### config.mk
export PLATFORM = sky130hd
export DESIGN_NAME = wb_port_arbiter
export DESIGN_NICKNAME = d
export VERILOG_FILES = /design/src/rtl/wb_port_arbiter.sv
export SDC_FILE = /design/constraint.sdc
export NUM_CORES = 1
export LEC_CHECK = 0
export CAP_MARGIN = 20
export CORE_MARGIN = 5
export CORE_UTILIZATION = 48
export CTS_BUF_LIST = sky130_fd_sc_hd__clkbuf_8
export CTS_CLUSTER_DIAMETER = 100
export DETAILED_ROUTE_END_ITERATION = 6
export GPL_ROUTABILITY_DRIVEN = 1
export PLACE_DENSITY = 0.9
export SYNTH_ARGS = -nofsm -noshare
export SYNTH_HDL_FRONTEND = slang
export SYNTH_SLANG_ARGS = --single-unit
export TNS_END_PERCENT = 20
### constraint.sdc
create_clock -name clk -period 3.63 [get_ports clk]
set_clock_uncertainty 0.05 [all_clocks]
set_input_delay 0.5445 -clock clk [delete_from_list [all_inputs] [get_ports clk]]
set_output_delay 0.5445 -clock clk [all_outputs]
set_load 0.02 [all_outputs]
### src/rtl/wb_port_arbiter.sv
// Register file write-port arbiter: the pipeline write-back stage has priority,
// long-latency results wait in a small FIFO and drain in idle write slots.
// A starvation counter forces a one-cycle stall so buffered results always drain.
module wb_port_arbiter #(
    parameter int unsigned DATA_W     = 32,
    parameter int unsigned ADDR_W     = 5,
    parameter int unsigned FIFO_DEPTH = 2,
    parameter int unsigned STARVE_MAX = 4
) (
    input  logic                          clk,
    input  logic                          rst,
    input  logic                          wb_we,
    input  logic [ADDR_W-1:0]             wb_waddr,
    input  logic [DATA_W-1:0]             wb_wdata,
    input  logic                          lu_valid,
    output logic                          lu_ready,
    input  logic [ADDR_W-1:0]             lu_waddr,
    input  logic [DATA_W-1:0]             lu_wdata,
    output logic                          stall_req,
    output logic                          rf_we,
    output logic [ADDR_W-1:0]             rf_waddr,
    output logic [DATA_W-1:0]             rf_wdata,
    input  logic [ADDR_W-1:0]             q1_addr,
    output logic                          q1_hit,
    input  logic [ADDR_W-1:0]             q2_addr,
    output logic                          q2_hit,
    output logic [$clog2(FIFO_DEPTH):0]   fifo_cnt
);

    localparam int unsigned PTR_W = $clog2(FIFO_DEPTH);
    localparam int unsigned CNT_W = PTR_W + 1;
    localparam int unsigned STV_W = $clog2(STARVE_MAX + 1);

    typedef struct packed {
        logic [ADDR_W-1:0] waddr;
        logic [DATA_W-1:0] wdata;
    } entry_t;

    entry_t                mem [FIFO_DEPTH];
    logic [PTR_W-1:0]      wr_ptr;
    logic [PTR_W-1:0]      rd_ptr;
    logic [CNT_W-1:0]      count;
    logic [STV_W-1:0]      starve_cnt;

    entry_t                head;
    logic                  not_empty;
    logic                  wb_valid;
    logic                  pop;
    logic                  push;
    logic                  store;
    logic [FIFO_DEPTH-1:0] ent_valid;

    assign head      = mem[rd_ptr];
    assign not_empty = (count != '0);
    assign wb_valid  = wb_we && (wb_waddr != '0);
    assign lu_ready  = rst && (count < CNT_W'(FIFO_DEPTH));
    assign stall_req = rst && not_empty && (starve_cnt == STV_W'(STARVE_MAX));
    assign push      = lu_valid && lu_ready;
    assign store     = push && (lu_waddr != '0);
    assign fifo_cnt  = count;

    // Write-port arbitration: forced drain, then pipeline, then idle-slot drain.
    always_comb begin
        rf_we    = 1'b0;
        rf_waddr = '0;
        rf_wdata = '0;
        pop      = 1'b0;
        if (rst) begin
            if (stall_req) begin
                rf_we    = 1'b1;
                rf_waddr = head.waddr;
                rf_wdata = head.wdata;
                pop      = 1'b1;
            end else if (wb_valid) begin
                rf_we    = 1'b1;
                rf_waddr = wb_waddr;
                rf_wdata = wb_wdata;
                // The pipeline write is younger, so a matching head is stale.
                pop      = not_empty && (head.waddr == wb_waddr);
            end else if (not_empty) begin
                rf_we    = 1'b1;
                rf_waddr = head.waddr;
                rf_wdata = head.wdata;
                pop      = 1'b1;
            end
        end
    end

    // Pointer, occupancy and starvation state.
    always_ff @(posedge clk or negedge rst) begin
        if (!rst) begin
            wr_ptr     <= '0;
            rd_ptr     <= '0;
            count      <= '0;
            starve_cnt <= '0;
        end else begin
            if (store) begin
                wr_ptr <= wr_ptr + PTR_W'(1);
            end
            if (pop) begin
                rd_ptr <= rd_ptr + PTR_W'(1);
            end
            count <= count + CNT_W'(store) - CNT_W'(pop);
            if (!not_empty || pop) begin
                starve_cnt <= '0;
            end else begin
                starve_cnt <= starve_cnt + STV_W'(1);
            end
        end
    end

    // Entry storage; contents are only meaningful where ent_valid is set.
    always_ff @(posedge clk) begin
        if (store) begin
            mem[wr_ptr] <= '{waddr: lu_waddr, wdata: lu_wdata};
        end
    end

    // An entry is live when its distance from rd_ptr is below count.
    always_comb begin
        ent_valid = '0;
        for (int i = 0; i < FIFO_DEPTH; i++) begin
            ent_valid[i] = CNT_W'(PTR_W'(PTR_W'(i) - rd_ptr)) < count;
        end
    end

    // Scoreboard hits against every live entry, including one popping now.
    always_comb begin
        q1_hit = 1'b0;
        q2_hit = 1'b0;
        for (int i = 0; i < FIFO_DEPTH; i++) begin
            if (ent_valid[i] && (mem[i].waddr == q1_addr)) begin
                q1_hit = 1'b1;
            end
            if (ent_valid[i] && (mem[i].waddr == q2_addr)) begin
                q2_hit = 1'b1;
            end
        end
        q1_hit = q1_hit && rst && (q1_addr != '0);
        q2_hit = q2_hit && rst && (q2_addr != '0);
    end

endmodule

==> flow_summary.json, run 1 <==
{
  "cts_root_buf": "clkbuf_8",
  "cts_tree": "yes",
  "postRouteAntennaNets": 0,
  "vdd_drop_max_uv": 246,
  "die-height_um": 102,
  "die_x_um": 102,
  "setup_viol": 0,
  "fin_setup_tns_ps": 0,
  "drt-vias-per-instance": 5.22,
  "yosysSeqAreaShare_pct": 59.4,
  "core_area_um2": 8220,
  "slew_headroom_pct": 48.6,
  "yosysUniqueCellTypes": 30,
  "synth_nets": 384,
  "avgSynthCellArea_um2": 13.8,
  "clock_latency_ps": 340,
  "rows": 33,
  "num_vias": 2849,
  "wire_per_inst_um": 17.0,
  "cts_resized": 23,
  "synth_seq_cells": 81,
  "hpwl_um": 6980,
  "fin_nets": 528,
  "total_power_mw": 3.09,
  "min_path_cells": 1,
  "placed_cell_area_um2": 5560,
  "hp-start": "starve_cnt[0]",
  "cts_buffer_depth": 2,
  "fin_cells": 546,
  "end_kind": "primary output",
  "fin_crit_sh_pct": 98.4,
  "yosys_warnings": 0,
  "p_clk_share_pct": 21.6,
  "n_antenna_cell": 0,
  "portBuffers": 131,
  "numCtsBuffers": 9,
  "rr_worst_depth": 10,
  "power_switching_mw": 1.07,
  "min_to": "starve_cnt[0]",
  "cell_internal_pwr_mw": 2.02,
  "tightest_slew_ps": 767,
  "r2r-start": "rd_ptr",
  "arrival_ps": 2980,
  "r2r_end": "fifo_cnt[1]",
  "min_path_type": "flop to flop",
  "firstDrtPassIters": 4,
  "postCtsSetupBuffers": 0,
  "die_area_um2": 10300,
  "power.density_nw_per_um2": 532,
  "critPathKind": "input port to primary output",
  "fin_crit_ps": 3570,
  "placedCellCount": 528,
  "fin_area_um2": 5810,
  "grt_pass1_wl_um": 14500,
  "grt_pass1_vias": 3080,
  "worstSetupStartpointType": "input port",
  "drive_gt1_share_pct": 16.1,
  "htree_levels": 3,
  "grt_overflow": 0,
  "p_seq_share_pct": 42.2,
  "p_leak_nw": 2.32,
  "grt_max_degree": 38,
  "place_worst_setup_slack_ps": -56.7,
  "outcome": "complete, no violations",
  "antenna_found_initial": 0,
  "postCtsHoldBufs": 0,
  "cap_violations": 0,
  "ios": 132,
  "drv_slew": 0,
  "start_util_pct": 49.1,
  "wirelength_um": 9310,
  "synth_area_um2": 4030,
  "rsz0062_at_grt": "no",
  "clkTransAtPathRegs_ps": 80,
  "combPwrFrac_pct": 36.2,
  "max_freq_mhz": 280,
  "cp_max_fo": 5,
  "drtIter0Drc": 75,
  "critPathRequiredTime_ps": 3040,
  "p_sw_share_pct": 34.6,
  "areaGrowthSynthToFinish_pct": 44.2,
  "hold_viol_final": 0,
  "drc": 0,
  "finalWeightedCongestion": 0.801,
  "synthCells": 292,
  "setup_ws_ps": 56.4,
  "grt_usage_pct": 18.3,
  "clock-sinks": 81,
  "rrSetupSlack_ps": 660
}
==> Yosys cell counts, drive strengths merged <==
| cell | instances | share of area, % |
|---|---|---|
| nor2 | 41 | 3.8 |
| a211oi | 39 | 11 |
| buf | 16 | 2.7 |
| nor2b | 2 | 0.31 |
| o31ai | 1 | 0.31 |
| a21oi | 5 | 0.62 |
| nand4b | 1 | 0.22 |
| nand2 | 3 | 0.28 |
| o21ai | 6 | 0.84 |
| xnor2 | 12 | 2.6 |
| nor3 | 1 | 0.12 |
| mux2i | 37 | 9.2 |
| nor4 | 4 | 0.62 |
| o21a | 1 | 0.19 |
| inv | 6 | 0.56 |
| ha | 4 | 1.2 |
| o211ai | 2 | 0.37 |
| xor2 | 17 | 3.7 |
| and2 | 1 | 0.16 |
| or4 | 5 | 0.93 |
| clkbuf | 2 | 0.19 |
| edfxtp | 74 | 55 |
| nand3 | 5 | 0.62 |
| dfrtp | 7 | 4.3 |
==> power by group through the flow <==
| stage | clock network [mW] | logic (mW) | registers [mW] |
|---|---|---|---|
| 2_1_floorplan | 0 | 0.770 | 1.24 |
| 3_3_place_gp | 0 | 1.13 | 1.32 |
| 3_5_place_dp | 0 | 1.16 | 1.33 |
| 4_1_cts | 0.682 | 1.13 | 1.31 |
| 5_1_grt | 0.732 | 1.21 | 1.32 |
| 6_report | 0.670 | 1.12 | 1.30 |
==> cell usage in the layout (no fill, tap or decap), types with 2 or more instances in the layout <==
| master | netlist | final |
|---|---|---|
| clkdlybuf4s50_1 | 0 | 96 |
| edfxtp_1 | 74 | 74 |
| nor2_1 | 41 | 39 |
| mux2i_1 | 37 | 37 |
| a211oi_2 | 30 | 30 |
| dlygate4sd2_1 | 0 | 23 |
| xor2_1 | 17 | 17 |
| buf_4 | 5 | 15 |
| xnor2_1 | 12 | 12 |
| dlymetal6s2s_1 | 0 | 12 |
| a211oi_1 | 9 | 9 |
| clkbuf_8 | 0 | 9 |
| inv_1 | 6 | 6 |
| dfrtp_1 | 7 | 6 |
| nand3_1 | 5 | 5 |
| or4_1 | 5 | 5 |
| a21oi_1 | 5 | 5 |
| buf_12 | 0 | 5 |
| o21ai_0 | 4 | 4 |
| nor4_1 | 4 | 4 |
| ha_1 | 4 | 4 |
| nand2_1 | 3 | 3 |
| inv_6 | 0 | 3 |
| nor2b_1 | 2 | 2 |
| o211ai_1 | 2 | 2 |
| nor2_4 | 0 | 2 |
==> metal layers <==
metal | global-route usage (%) | vias up | routed length (um) | part of all wire [%]
li1 | - | 1396 | - | -
met1 | 21.3 | 1352 | 3580 | 38
met2 | 33.3 | 87 | 4980 | 54
met3 | 3.86 | 14 | 599 | 6.4
met4 | 6.65 | 0 | 146 | 1.6
met5 | 0 | - | 0 | 0
==> cells by family (layout without fill, tap and decap cells) <==
group	Yosys count	in the layout	synth area share, %
flip-flops	81	81	59.4
multiplexers	37	37	9.18
AO/OA/AOI/OAI	54	54	13.3
buffers and inverters	24	173	3.44
adder cells (fa/ha/maj)	4	4	1.24
AND/OR/NAND/NOR	63	63	7.07
XOR/XNOR	29	29	6.30
==> registers in the layout, indices dropped and copies added (netlist names) <==
name	count
starve_cnt	3
mem	74
rd_ptr	1
fifo_cnt	2
wr_ptr	1
==> worst max-delay path by stage <==
stage	endpoint	from
after floorplan	mem[0][0]	fifo_cnt[1]
after global placement	rf_wdata[31]	wb_waddr[1]
after detailed placement	rf_wdata[14]	wb_waddr[1]
after CTS	rf_wdata[18]	wb_waddr[1]
after global routing	rf_waddr[1]	wb_waddr[1]
final	rf_waddr[1]	wb_waddr[1]
==> critical path, cell delays in order <==
cell	delay, ps
clkdlybuf4s50_1	420
or4_1	530
o21a_1	250
o21ai_4	130
buf_4	160
nor2_1	30
a211oi_1	230
clkdlybuf4s50_1	670
==> final cells by class <==
type / count / area [um^2]
Timing Repair Buffer: 151 / 1530
Multi-Input combinational cell: 187 / 1530
Clock buffer: 9 / 124
Fill cell: 606 / 2400
Clock inverter: 7 / 83.8
Tap cell: 105 / 131
Inverter: 6 / 22.5
Sequential cell: 81 / 2400
==> through the flow <==
step	utilization, %	hold slack (ps)
global route	70.7	439
CTS	69.9	421
detailed placement	67.7	411
global placement	67.7	397
finish	70.7	421
floorplan	-	199
No activity file was read; power rests on OpenSTA's default activity.
==> run 2: changes to the inputs <==
--- a/config.mk
+++ b/config.mk
@@ -5,7 +5,6 @@
 export SDC_FILE = /design/constraint.sdc
 export NUM_CORES = 1
 export LEC_CHECK = 0
-export CAP_MARGIN = 20
 export CORE_MARGIN = 5
 export CORE_UTILIZATION = 48
 export CTS_BUF_LIST = sky130_fd_sc_hd__clkbuf_8
==> flow_summary.json, run 2 (same netlist as run 1, synthesis figures left out) <==
{
  "multi_input_area_um2": 1530,
  "startpoint": "wb_waddr[1]",
  "final_cell_mix": "clkdlybuf4s50_1 (96), edfxtp_1 (74), nor2_1 (39)",
  "largest-register": "mem",
  "arrival_ps": 2980,
  "areaGrowthSynthToFinish_pct": 43.2,
  "outcome": "complete, no violations",
  "antenna_found_initial": 0,
  "r2r-start": "rd_ptr",
  "slew_headroom_pct": 26.9,
  "setup_viol": 0,
  "fin_nets": 526,
  "critPathKind": "input port to primary output",
  "fin_cells": 544,
  "n_antenna_cell": 0,
  "die_x_um": 102,
  "start_util_pct": 49.1,
  "rrSetupSlack_ps": 680,
  "critPathRequiredTime_ps": 3040,
  "end_kind": "primary output",
  "slowest_stage": "clkdlybuf4s50_1",
  "total_power_mw": 3.08,
  "setup_ws_ps": 54.8,
  "numCtsBuffers": 9,
  "worstSetupStartpointType": "input port",
  "grt_overflow": 0,
  "hpwl_um": 6980,
  "placedCellCount": 528,
  "rr_worst_depth": 10,
  "max_freq_mhz": 280,
  "seq_area_um2": 2400,
  "r2r_end": "fifo_cnt[1]",
  "fillers": 610,
  "die_area_um2": 10300,
  "grt_pass1_wl_um": 14500,
  "largest_register_ffs": 74,
  "clkTransAtPathRegs_ps": 80,
  "firstDrtPassIters": 4,
  "path_cells": "clkdlybuf4s50_1 > or4_1 > o21a_1 > o21ai_4 > buf_4 > nor2_1 > a211oi_1 > clkdlybuf4s50_1",
  "tightest_slew_ps": 1090,
  "clock-sinks": 81,
  "postRouteAntennaNets": 0,
  "grt_usage_pct": 18.3,
  "clock_latency_ps": 330,
  "drt-vias-per-instance": 5.21,
  "grt_pass1_vias": 3080,
  "fin_crit_ps": 3580,
  "portBuffers": 131,
  "grt_max_degree": 38,
  "max_stage_delay_ps": 670,
  "wire_per_inst_um": 17.0,
  "power.density_nw_per_um2": 533,
  "vdd_drop_max_uv": 245,
  "die-height_um": 102,
  "place_worst_setup_slack_ps": -56.7,
  "layout.cells.most_common": "clkdlybuf4s50_1",
  "drc": 0,
  "ios": 132,
  "cts_buffer_depth": 2,
  "cp_common_cell": "clkdlybuf4s50_1",
  "final_core_util_pct": 70.3,
  "hold_viol_final": 0,
  "cap_violations": 0,
  "htree_levels": 3,
  "cts_tree": "yes",
  "wirelength_um": 9260,
  "fin_crit_sh_pct": 98.5,
  "rsz0062_at_grt": "no",
  "drive_gt1_share_pct": 15.7,
  "crit_end": "rf_waddr[1]",
  "drtIter0Drc": 67,
  "postCtsSetupBuffers": 0,
  "cts_root_buf": "clkbuf_8",
  "num_vias": 2834,
  "cp_max_fo": 5,
  "core_area_um2": 8220,
  "finalWeightedCongestion": 0.801,
  "drv_slew": 0,
  "min_path_type": "flop to flop",
  "rows": 33,
  "p_leak_nw": 2.30
}
[run 2: layer usage]
layer | wire (um) | track usage, % | up-vias
met5 | 0 | 0 | -
met2 | 5010 | 33.3 | 85
met1 | 3570 | 21.3 | 1336
li1 | - | - | 1400
met3 | 544 | 3.86 | 13
met4 | 130 | 6.65 | 0
[run 2: per-stage QoR]
step                      TNS [ps]  hold slack (ps)  area (um^2)
final                            0              419         5770
after global routing             0              439         5770
after CTS                        0              421         5740
after detailed placement      -357              411         5560
after global placement           0              397         5560
after floorplan                  0              199         4030
[run 2: area by class of cell]
class                      instances  area share, %
sequential                        81           41.5
clock inverter                     7           1.45
multi-input combinational        187           26.5
clock buffer                       9           2.15
tap                              105           2.28
inverter                           6          0.390
timing repair buffer             149           25.7
[run 2: repair_timing]
item / 4_1_cts / 5_1_grt
resized for setup: 23 / 12
setup endpoints to repair: 23 / 12
hold buffers: 0 / 0
[run 2: how the worst min path moves through the flow]
stage / start / end / slack (ps) / depth (start not counted)
final: starve_cnt[0] / starve_cnt[0] / 420 / 1
after global routing: starve_cnt[0] / starve_cnt[0] / 440 / 1
after CTS: starve_cnt[0] / starve_cnt[0] / 420 / 1
after detailed placement: starve_cnt[0] / starve_cnt[0] / 410 / 1
after global placement: starve_cnt[0] / starve_cnt[0] / 400 / 1
after floorplan: rst / fifo_cnt[0] / 200 / 0
[run 2: power breakdown]
part | internal (mW) | switching, mW | total, mW
Clock | 0.331 | 0.334 | 0.665
Sequential | 1.15 | 0.153 | 1.31
Combinational | 0.529 | 0.577 | 1.11
[run 2: worst max-delay path, delay by kind of cell]
kind | cells | cell delay (ps)
simple gates | 2 | 560
compound gates | 3 | 610
buf+inv | 3 | 1250
==> run 3: changes to the inputs <==
--- a/config.mk
+++ b/config.mk
@@ -5,6 +5,7 @@
 export SDC_FILE = /design/constraint.sdc
 export NUM_CORES = 1
 export LEC_CHECK = 0
+export ABC_CLOCK_PERIOD_IN_PS = 3630
 export CORE_MARGIN = 5
 export CORE_UTILIZATION = 48
 export CTS_BUF_LIST = sky130_fd_sc_hd__clkbuf_8
==> results of run 3 <==
Final layout, timing and power as in run 2 (identical DEF).
